**config.mk**
```make
export PLATFORM = sky130hd
export DESIGN_NAME = ins_word_packer_flat
export DESIGN_NICKNAME = d
export VERILOG_FILES = /design/src/rtl/ins_word_packer_if.sv /design/src/rtl/ins_word_packer.sv /design/src/flat_wrapper.sv
export SDC_FILE = /design/constraint.sdc
export NUM_CORES = 1
export LEC_CHECK = 0
export CAP_MARGIN = 20
export CORE_MARGIN = 5
export CORE_UTILIZATION = 50
export CTS_BUF_LIST = sky130_fd_sc_hd__clkbuf_16
export DETAILED_ROUTE_END_ITERATION = 8
export PLACE_DENSITY = 0.87
export SLEW_MARGIN = 20
export SYNTH_ARGS = -nofsm -noshare
export SYNTH_HDL_FRONTEND = slang
export SYNTH_SLANG_ARGS = --single-unit
```
**constraint.sdc**
```tcl
create_clock -name clk -period 1.8 [get_ports clk]
set_input_delay 0.36 -clock clk [delete_from_list [all_inputs] [get_ports clk]]
set_output_delay 0.36 -clock clk [all_outputs]
set_load 0.02 [all_outputs]
```
**src/rtl/ins_word_packer_if.sv**
```systemverilog
// Insert/flush request and RAM write bus for ins_word_packer.
// Widths follow the packer parameters; the packer uses the slave modport.
interface ins_word_packer_if #(
  parameter int unsigned SYM_W         = 2,
  parameter int unsigned SYMS_PER_WORD = 4,
  parameter int unsigned ADDR_W        = 6
);
  localparam int unsigned DataW = SYM_W * SYMS_PER_WORD;
  localparam int unsigned FillW = $clog2(SYMS_PER_WORD) + 1;

  logic              en_ins;
  logic [SYM_W-1:0]  sym_in;
  logic              flush;
  logic              wr_en;
  logic [ADDR_W-1:0] wr_addr;
  logic [DataW-1:0]  wr_data;
  logic [FillW-1:0]  wr_fill;
  logic              hit;
  logic              full;
  logic              overflow;

  modport master (
    output en_ins, sym_in, flush,
    input  wr_en, wr_addr, wr_data, wr_fill, hit, full, overflow
  );

  modport slave (
    input  en_ins, sym_in, flush,
    output wr_en, wr_addr, wr_data, wr_fill, hit, full, overflow
  );
endinterface

```
**src/rtl/ins_word_packer.sv**
```systemverilog
// Packs SYMS_PER_WORD symbols per RAM word and emits registered RAM writes with address tracking.
// Partial-word flush is compiled in only when INS_PACKER_FLUSH_EN is defined.
module ins_word_packer #(
  parameter int unsigned SYM_W         = 2,
  parameter int unsigned SYMS_PER_WORD = 4,
  parameter int unsigned DEPTH         = 64,
  parameter int unsigned ADDR_W        = 6
) (
  input logic               clk,
  input logic               rst,
  ins_word_packer_if.slave  bus
);
  localparam int unsigned DataW = SYM_W * SYMS_PER_WORD;
  localparam int unsigned CntW  = $clog2(SYMS_PER_WORD);
  localparam int unsigned FillW = CntW + 1;
  localparam int unsigned WcntW = $clog2(DEPTH + 1);
  localparam logic [CntW-1:0]  LastSlot = CntW'(SYMS_PER_WORD - 1);
  localparam logic [WcntW-1:0] LastWord = WcntW'(DEPTH - 1);

  typedef enum logic [0:0] {StFill, StFull} state_e;
  state_e state_q, state_d;

  logic [CntW-1:0]   cnt_q, cnt_d;
  logic [DataW-1:0]  acc_q, acc_d;
  logic [WcntW-1:0]  waddr_q, waddr_d;
  logic              wr_en_q, wr_en_d;
  logic              hit_q, hit_d;
  logic [ADDR_W-1:0] wr_addr_q, wr_addr_d;
  logic [DataW-1:0]  wr_data_q, wr_data_d;
  logic              full_q, full_d;
  logic              overflow_q, overflow_d;
`ifdef INS_PACKER_FLUSH_EN
  logic [FillW-1:0]  wr_fill_q, wr_fill_d;
`endif

  logic             ins, complete, do_flush, do_write;
  logic [DataW-1:0] acc_ins;

  always_ff @(posedge clk) begin
    if (rst) begin
      state_q    <= StFill;
      cnt_q      <= '0;
      acc_q      <= '0;
      waddr_q    <= '0;
      wr_en_q    <= 1'b0;
      hit_q      <= 1'b0;
      wr_addr_q  <= '0;
      wr_data_q  <= '0;
      full_q     <= 1'b0;
      overflow_q <= 1'b0;
`ifdef INS_PACKER_FLUSH_EN
      wr_fill_q  <= '0;
`endif
    end else begin
      state_q    <= state_d;
      cnt_q      <= cnt_d;
      acc_q      <= acc_d;
      waddr_q    <= waddr_d;
      wr_en_q    <= wr_en_d;
      hit_q      <= hit_d;
      wr_addr_q  <= wr_addr_d;
      wr_data_q  <= wr_data_d;
      full_q     <= full_d;
      overflow_q <= overflow_d;
`ifdef INS_PACKER_FLUSH_EN
      wr_fill_q  <= wr_fill_d;
`endif
    end
  end

  always_comb begin
    state_d = state_q;
    if (state_q == StFill && do_write && waddr_q == LastWord) state_d = StFull;
  end

  always_comb begin
    ins      = (state_q == StFill) && bus.en_ins;
    complete = ins && (cnt_q == LastSlot);
    acc_ins  = acc_q;
    acc_ins[cnt_q*SYM_W +: SYM_W] = bus.sym_in;
`ifdef INS_PACKER_FLUSH_EN
    // A same-cycle insert counts toward the flushed word, so an empty slot count is not empty then.
    do_flush = (state_q == StFill) && bus.flush && !complete && (ins || cnt_q != '0);
`else
    do_flush = 1'b0;
`endif
    do_write   = complete || do_flush;

    cnt_d      = cnt_q;
    acc_d      = acc_q;
    waddr_d    = waddr_q;
    wr_en_d    = 1'b0;
    hit_d      = 1'b0;
    wr_addr_d  = wr_addr_q;
    wr_data_d  = wr_data_q;
    full_d     = full_q | (do_write && waddr_q == LastWord);
    overflow_d = overflow_q | ((state_q == StFull) && bus.en_ins);
`ifdef INS_PACKER_FLUSH_EN
    wr_fill_d  = wr_fill_q;
`endif

    if (do_write) begin
      wr_en_d   = 1'b1;
      hit_d     = complete;
      wr_addr_d = ADDR_W'(waddr_q);
      wr_data_d = ins ? acc_ins : acc_q;
      cnt_d     = '0;
      acc_d     = '0;
      waddr_d   = waddr_q + WcntW'(1);
`ifdef INS_PACKER_FLUSH_EN
      if (complete)  wr_fill_d = FillW'(SYMS_PER_WORD);
      else if (ins)  wr_fill_d = FillW'(cnt_q) + FillW'(1);
      else           wr_fill_d = FillW'(cnt_q);
`endif
    end else if (ins) begin
      cnt_d = cnt_q + CntW'(1);
      acc_d = acc_ins;
    end
  end

  assign bus.wr_en    = wr_en_q;
  assign bus.hit      = hit_q;
  assign bus.wr_addr  = wr_addr_q;
  assign bus.wr_data  = wr_data_q;
  assign bus.full     = full_q;
  assign bus.overflow = overflow_q;
`ifdef INS_PACKER_FLUSH_EN
  assign bus.wr_fill  = wr_fill_q;
`else
  logic unused_flush;
  assign unused_flush = bus.flush;
  assign bus.wr_fill  = FillW'(SYMS_PER_WORD);
`endif
endmodule

```
**src/flat_wrapper.sv**
```systemverilog
// flat-port wrapper written by rule: the top's interface ports become plain ports
module ins_word_packer_flat 
#(
  parameter int unsigned SYM_W         = 2,
  parameter int unsigned SYMS_PER_WORD = 4,
  parameter int unsigned DEPTH         = 64,
  parameter int unsigned ADDR_W        = 6
)
  (clk, rst, bus_en_ins, bus_sym_in, bus_flush, bus_wr_en, bus_wr_addr, bus_wr_data, bus_wr_fill, bus_hit, bus_full, bus_overflow);
  ins_word_packer_if #(.SYM_W(SYM_W), .SYMS_PER_WORD(SYMS_PER_WORD), .ADDR_W(ADDR_W)) bus_i ();
  input logic clk;
  input logic rst;
  input wire logic [$bits(bus_i.en_ins)-1:0] bus_en_ins;
  input wire logic [$bits(bus_i.sym_in)-1:0] bus_sym_in;
  input wire logic [$bits(bus_i.flush)-1:0] bus_flush;
  output wire logic [$bits(bus_i.wr_en)-1:0] bus_wr_en;
  output wire logic [$bits(bus_i.wr_addr)-1:0] bus_wr_addr;
  output wire logic [$bits(bus_i.wr_data)-1:0] bus_wr_data;
  output wire logic [$bits(bus_i.wr_fill)-1:0] bus_wr_fill;
  output wire logic [$bits(bus_i.hit)-1:0] bus_hit;
  output wire logic [$bits(bus_i.full)-1:0] bus_full;
  output wire logic [$bits(bus_i.overflow)-1:0] bus_overflow;
  assign bus_i.en_ins = bus_en_ins;
  assign bus_i.sym_in = bus_sym_in;
  assign bus_i.flush = bus_flush;
  assign bus_wr_en = bus_i.wr_en;
  assign bus_wr_addr = bus_i.wr_addr;
  assign bus_wr_data = bus_i.wr_data;
  assign bus_wr_fill = bus_i.wr_fill;
  assign bus_hit = bus_i.hit;
  assign bus_full = bus_i.full;
  assign bus_overflow = bus_i.overflow;
  ins_word_packer #(.SYM_W(SYM_W), .SYMS_PER_WORD(SYMS_PER_WORD), .DEPTH(DEPTH), .ADDR_W(ADDR_W)) u_core (.clk(clk), .rst(rst), .bus(bus_i));
endmodule
```
**After elaboration in Yosys (flattened, before gate mapping)**

Cells that the tools add are included.
Widths: inputs -> output; s select.

- Multipliers: 0
- Divide/modulo/power cells: 0
- Shift-type cells: 2
- Multiplexer cells: 3
- Bitwise operators: 3
- Add/subtract/negate cells: 3
- Reductions and logical operators: 7
- Order comparisons: 0
- Eq/ne operators: 2

Operator list:

| kind | number |
|---|---|
| $neg 3->34 | 1 |
| $shift 2x34->8 const A | 1 |
| $shiftx 2x34->8 | 1 |
| $bwmux 8 | 1 |
| $mux 8 | 1 |
| $add 7x1->7 const B | 1 |
| $eq 7x6->1 const B | 1 |
| $logic_and 1x1->1 | 6 |
| $add 2x1->2 const B | 1 |
| $eq 2x2->1 const B | 1 |
| $or 1x1->1 | 2 |
| $reduce_or 2->1 | 1 |
| $mux 1 | 1 |
| $not 1->1 | 1 |

- Bits in read-only memories: 0
- Input bits: 6
- Bits in writable memories: 0
- Output and inout port bits: 21
- Memories kept: 0
- Register bits after elaboration: 35
- Bits in latches: 0

**Longest topological paths before layout**

- Depth in word-level cells: 5
- Depth in mapped cells: 6
- Depth with buffers taken out: 5

**Worst setup path after synthesis**

Ideal clock, no wire load.

- Path kind: reg-to-reg
- Start point: reg u_core.cnt_q[0]
- End point: reg u_core.wr_data_q[5] (netlist: u_core.bus.wr_data[5])
- Data required time: 1730 ps
- Buffers on the path: 0
- Library setup time: 70 ps
- Setup slack: 217 ps
- Cell stages (with the launch flop): 6
- Data arrival time: 1513 ps
- Cell sequence: dfxtp_1 -> inv_1 -> ha_1 -> nor4b_1 -> a32oi_1 -> o2bb2ai_1

- Longest elaborated chain between the ends: 4
- Elaborated cells on any way between the ends: 7
- Classes of those cells: add/sub (1); eq/ne (1); shift (2); mux (2); reduce/logical (1)

Ends and longest elaborated chain:

| what | line | source |
|---|---|---|
| from (decl) | ins_word_packer.sv:23 | `logic [CntW-1:0] cnt_q, cnt_d;` |
| from (signal assigned) | ins_word_packer.sv:56 | `cnt_q <= cnt_d;` |
| $neg 3->34 | ins_word_packer.sv:80 | `acc_ins[cnt_q*SYM_W +: SYM_W] = bus.sym_in;` |
| $shiftx 2x34->8 / $shift 2x34->8 (equally long branches) | ins_word_packer.sv:80 |  |
| $bwmux 8 | ins_word_packer.sv:80 |  |
| $mux 8 | ins_word_packer.sv:106 | `wr_data_d = ins ? acc_ins : acc_q;` |
| to (signal assigned) | ins_word_packer.sv:62 | `wr_data_q <= wr_data_d;` |
| to (decl) | ins_word_packer.sv:29 | `logic [DataW-1:0] wr_data_q, wr_data_d;` |

Parallel ways exist; a longest one is shown, timed or not.
A chain may end at the register's enable or synchronous reset.

**Final worst setup path**

- Start point: reg u_core.cnt_q[1]
- End point: reg u_core.wr_data_q[5] (netlist: u_core.bus.wr_data[5])

The elaborated chain is that of the path after synthesis.

==> qor.yml <==
grt_max_degree: 17
count_of_max_cap_constraint_violations: 0
drive_gt1_share_pct: 8.79
fin_crit_sh_pct: 91.1
power.share.sequential_pct: 41.3
synth-edff-count: 0
numClockSinks: 33
final_max_slew_viol_count: 0
global_route.usage.total_pct: 17.1
cellInternalPower_mw: 1.44
layout-area-overhead-vs-synth_pct: 31.8
critPathArrivalTime_ps: 1840
number_of_vias_per_cell_after_detailed_routing: 5.44
antenna-diode-count: 0
ios: 27
setup_tns_ps: 0
syn-instance-count: 153
clkSlewWorstSetupHoldPaths_ps: 50
hpwlAfterDp_microns: 2240
start_kind: "flop"
cts.repair_timing.setup_buffer_count: 0
grt_setup_unrepaired: "false"
cts_buffer_depth: 2
post-route-drc-count: 0
rows: 19
unique_masters_post_synth: 28
placement.setup.worst_slack_ps: -27.0
regToRegSetupSlack_ps: 160
netlist_top_cells_count: "sky130_fd_sc_hd__dfxtp_1 (33), sky130_fd_sc_hd__a21oi_1 (21), sky130_fd_sc_hd__nand2_1 (20)"
p_leak_nw: 0.700
ys_dominant_reg_cell: "sky130_fd_sc_hd__dfxtp_1"
post_cts_hold_buffer_count: 0
achievable-frequency_mhz: 610
min-delay-path-class: "flop to flop"
cts_repair_resize_count: 0
grt_pass1_wl_microns: 5290
final-seq-area_sq_um: 661
clock-root-buffer: "sky130_fd_sc_hd__clkbuf_16"
cts_tree: "yes"
power.combinational.fraction_pct: 7.7
setup-violations-final: 0
fin_skew_ps: 5.50
synth_most_common_cell: "sky130_fd_sc_hd__dfxtp_1"
clockPowerShare_pct: 51.0
routedWlPerCell_microns: 14.5
finalWorstSetupSlack_ps: 160
ff2ff_path_depth: 5
powerDensity_nw_per_um2: 1000
synth.top_cell.area_share_pct: 48.2
setup.worst_path.class: "flop to flop"
critical_path_required_ps: 2000
async_flop_share_pct: 0
yosysWarningCount: 0
synthTopCellsByArea: "sky130_fd_sc_hd__dfxtp_1 (48%), sky130_fd_sc_hd__a21oi_1 (7.7%), sky130_fd_sc_hd__ha_1 (5.5%)"
die_area_sq_um: 3890
yosys.area.top_type: "sky130_fd_sc_hd__dfxtp_1"
nFillCells: 220
worstHoldPathCells: 2
netSwitchingFraction_pct: 20.6
postRouteWirelength_microns: 3080
report.power.total_mw: 1.82
hold_path_startpoint: "u_core.bus.wr_data[6]"
crit-reg2reg-capture: "u_core.bus.wr_data[5]"
chipWidth_microns: 62.4
fp.dieH_microns: 62.4
avgSynthCellArea_sq_um: 8.96
grt_overflow_total: 0
numPlacedInstances: 205
floorplan.initialDensity_pct: 51.0
h-tree-depth: 2
outcome: "finished, final reports clean"
finalInstanceArea_sq_um: 1810
final_nets: 193
final-hold-violation-count: 0
ir_worst_vdd_mv: 1.06
dr_total_vias: 1158
initialDrtViolationCount: 35
multiInputGateArea_sq_um: 638
cp_max_fo: 7
mappedNetlistArea_sq_um: 1370
clk_latency_ps: 280
net-switching-power_mw: 0.374
stdcell_count: 213
fin_crit_ps: 1640
gp_congestion: 0.843
worst_r2r_startpoint: "u_core.cnt_q[1]"
antenna_violations_before_repair: 0
drt-pass1-iter-count: 4
placedInstanceArea_sq_um: 1640
holdPathEnd: "u_core.bus.wr_data[6]"
placement.io_buffers: 22
cts_bufs_inserted: 5
synth.yosys.seq_area_share_pct: 48.2
synth.ff_latch_count: 33
worst_setup_path_end_kind: "flop"
finalHoldWorstSlack_ps: 450
via_count_of_the_first_global_routing_pass: 1174
core_region_area_sq_um: 2690
finalCoreUtilization_pct: 67.3
drt.antenna.violating_nets: 0
## area by class of cell
type | count | area share, %
Multi-Input combinational cell | 104 | 35.3
Clock buffer | 5 | 6.93
Timing Repair Buffer | 30 | 15.5
Inverter | 7 | 1.45
Tap cell | 31 | 2.15
Sequential cell | 33 | 36.6
Clock inverter | 3 | 2.08
## layer usage
metal / wire length [microns] / part of all wire [%] / vias to the layer above / GRT usage, %
met5: 0 / 0 / - / 0
met4: 46 / 1.5 / 0 / 6.63
met3: 259 / 8.4 / 6 / 8.27
met2: 1560 / 51 / 35 / 28.6
met1: 1220 / 40 / 538 / 18.4
li1: - / - / 579 / -
## registers in the layout, indices dropped and copies added, names as in the netlist
| signal | cells |
|---|---|
| u_core.waddr_q | 7 |
| u_core.bus.wr_en | 1 |
| u_core.acc_q | 6 |
| u_core.bus.wr_addr | 6 |
| u_core.bus.wr_data | 8 |
| u_core.bus.full | 1 |
| u_core.cnt_q | 2 |
| u_core.bus.overflow | 1 |
| u_core.state_q | 1 |
## how the worst max path moves through the flow
stage / start / end / cells past startpoint
finish: u_core.cnt_q[1] / u_core.bus.wr_data[5] / 5
CTS: u_core.cnt_q[1] / u_core.bus.wr_data[5] / 5
global route: u_core.cnt_q[1] / u_core.bus.wr_data[5] / 5
detailed placement: bus_en_ins / u_core.waddr_q[6] / 4
global placement: bus_en_ins / u_core.bus.full / 4
floorplan: u_core.cnt_q[0] / u_core.bus.wr_data[5] / 5
## worst max-delay path, cell delays in order (launching register included)
cell                        delay, ps
sky130_fd_sc_hd__dfxtp_1          390
sky130_fd_sc_hd__inv_1            110
sky130_fd_sc_hd__ha_1             410
sky130_fd_sc_hd__nor4b_2          310
sky130_fd_sc_hd__a32oi_1          180
sky130_fd_sc_hd__o2bb2ai_1        170
## cell families after synthesis
family                   share of synthesized area [%]
adder cells (fa/ha/maj)                           5.47
flip-flops                                        48.2
AND/OR/NAND/NOR                                   21.0
buffers and inverters                             6.02
other                                            0.548
multiplexers                                      3.65
XOR/XNOR                                          1.28
AO/OA/AOI/OAI                                     13.9
## power groups by stage
stage / Sequential, mW / Clock [mW] / Combinational (mW)
3_5_place_dp: 0.765 / 0 / 0.132
3_3_place_gp: 0.764 / 0 / 0.125
4_1_cts: 0.751 / 0.942 / 0.136
2_1_floorplan: 0.768 / 0 / 0.0868
6_report: 0.751 / 0.925 / 0.139
5_1_grt: 0.752 / 0.977 / 0.153
## layout by cell type (no fill, tap or decap)
cell                              count
sky130_fd_sc_hd__nor4bb_1             2
sky130_fd_sc_hd__and3b_1              1
sky130_fd_sc_hd__inv_1                8
sky130_fd_sc_hd__clkinv_1             1
sky130_fd_sc_hd__nand3b_1             4
sky130_fd_sc_hd__a32oi_1              2
sky130_fd_sc_hd__nand2_1             20
sky130_fd_sc_hd__buf_4                8
sky130_fd_sc_hd__xnor2_1              2
sky130_fd_sc_hd__o31ai_1              2
sky130_fd_sc_hd__nor2b_1              1
sky130_fd_sc_hd__nor3b_1              1
sky130_fd_sc_hd__or4_1                1
sky130_fd_sc_hd__ha_1                 6
sky130_fd_sc_hd__o2bb2ai_1            2
sky130_fd_sc_hd__clkdlybuf4s50_1     22
sky130_fd_sc_hd__and4b_1              2
sky130_fd_sc_hd__clkbuf_16            5
sky130_fd_sc_hd__conb_1               3
sky130_fd_sc_hd__o21ai_0              7
sky130_fd_sc_hd__or4_4                1
sky130_fd_sc_hd__nand3_1              4
sky130_fd_sc_hd__or3_1                3
sky130_fd_sc_hd__bufinv_16            1
sky130_fd_sc_hd__dfxtp_1             33
sky130_fd_sc_hd__nor4b_2              1
sky130_fd_sc_hd__and2_1               2
sky130_fd_sc_hd__a21oi_1             21
sky130_fd_sc_hd__mux2i_1              5
sky130_fd_sc_hd__nor2_1              11
(Power assumes the default switching activity.)
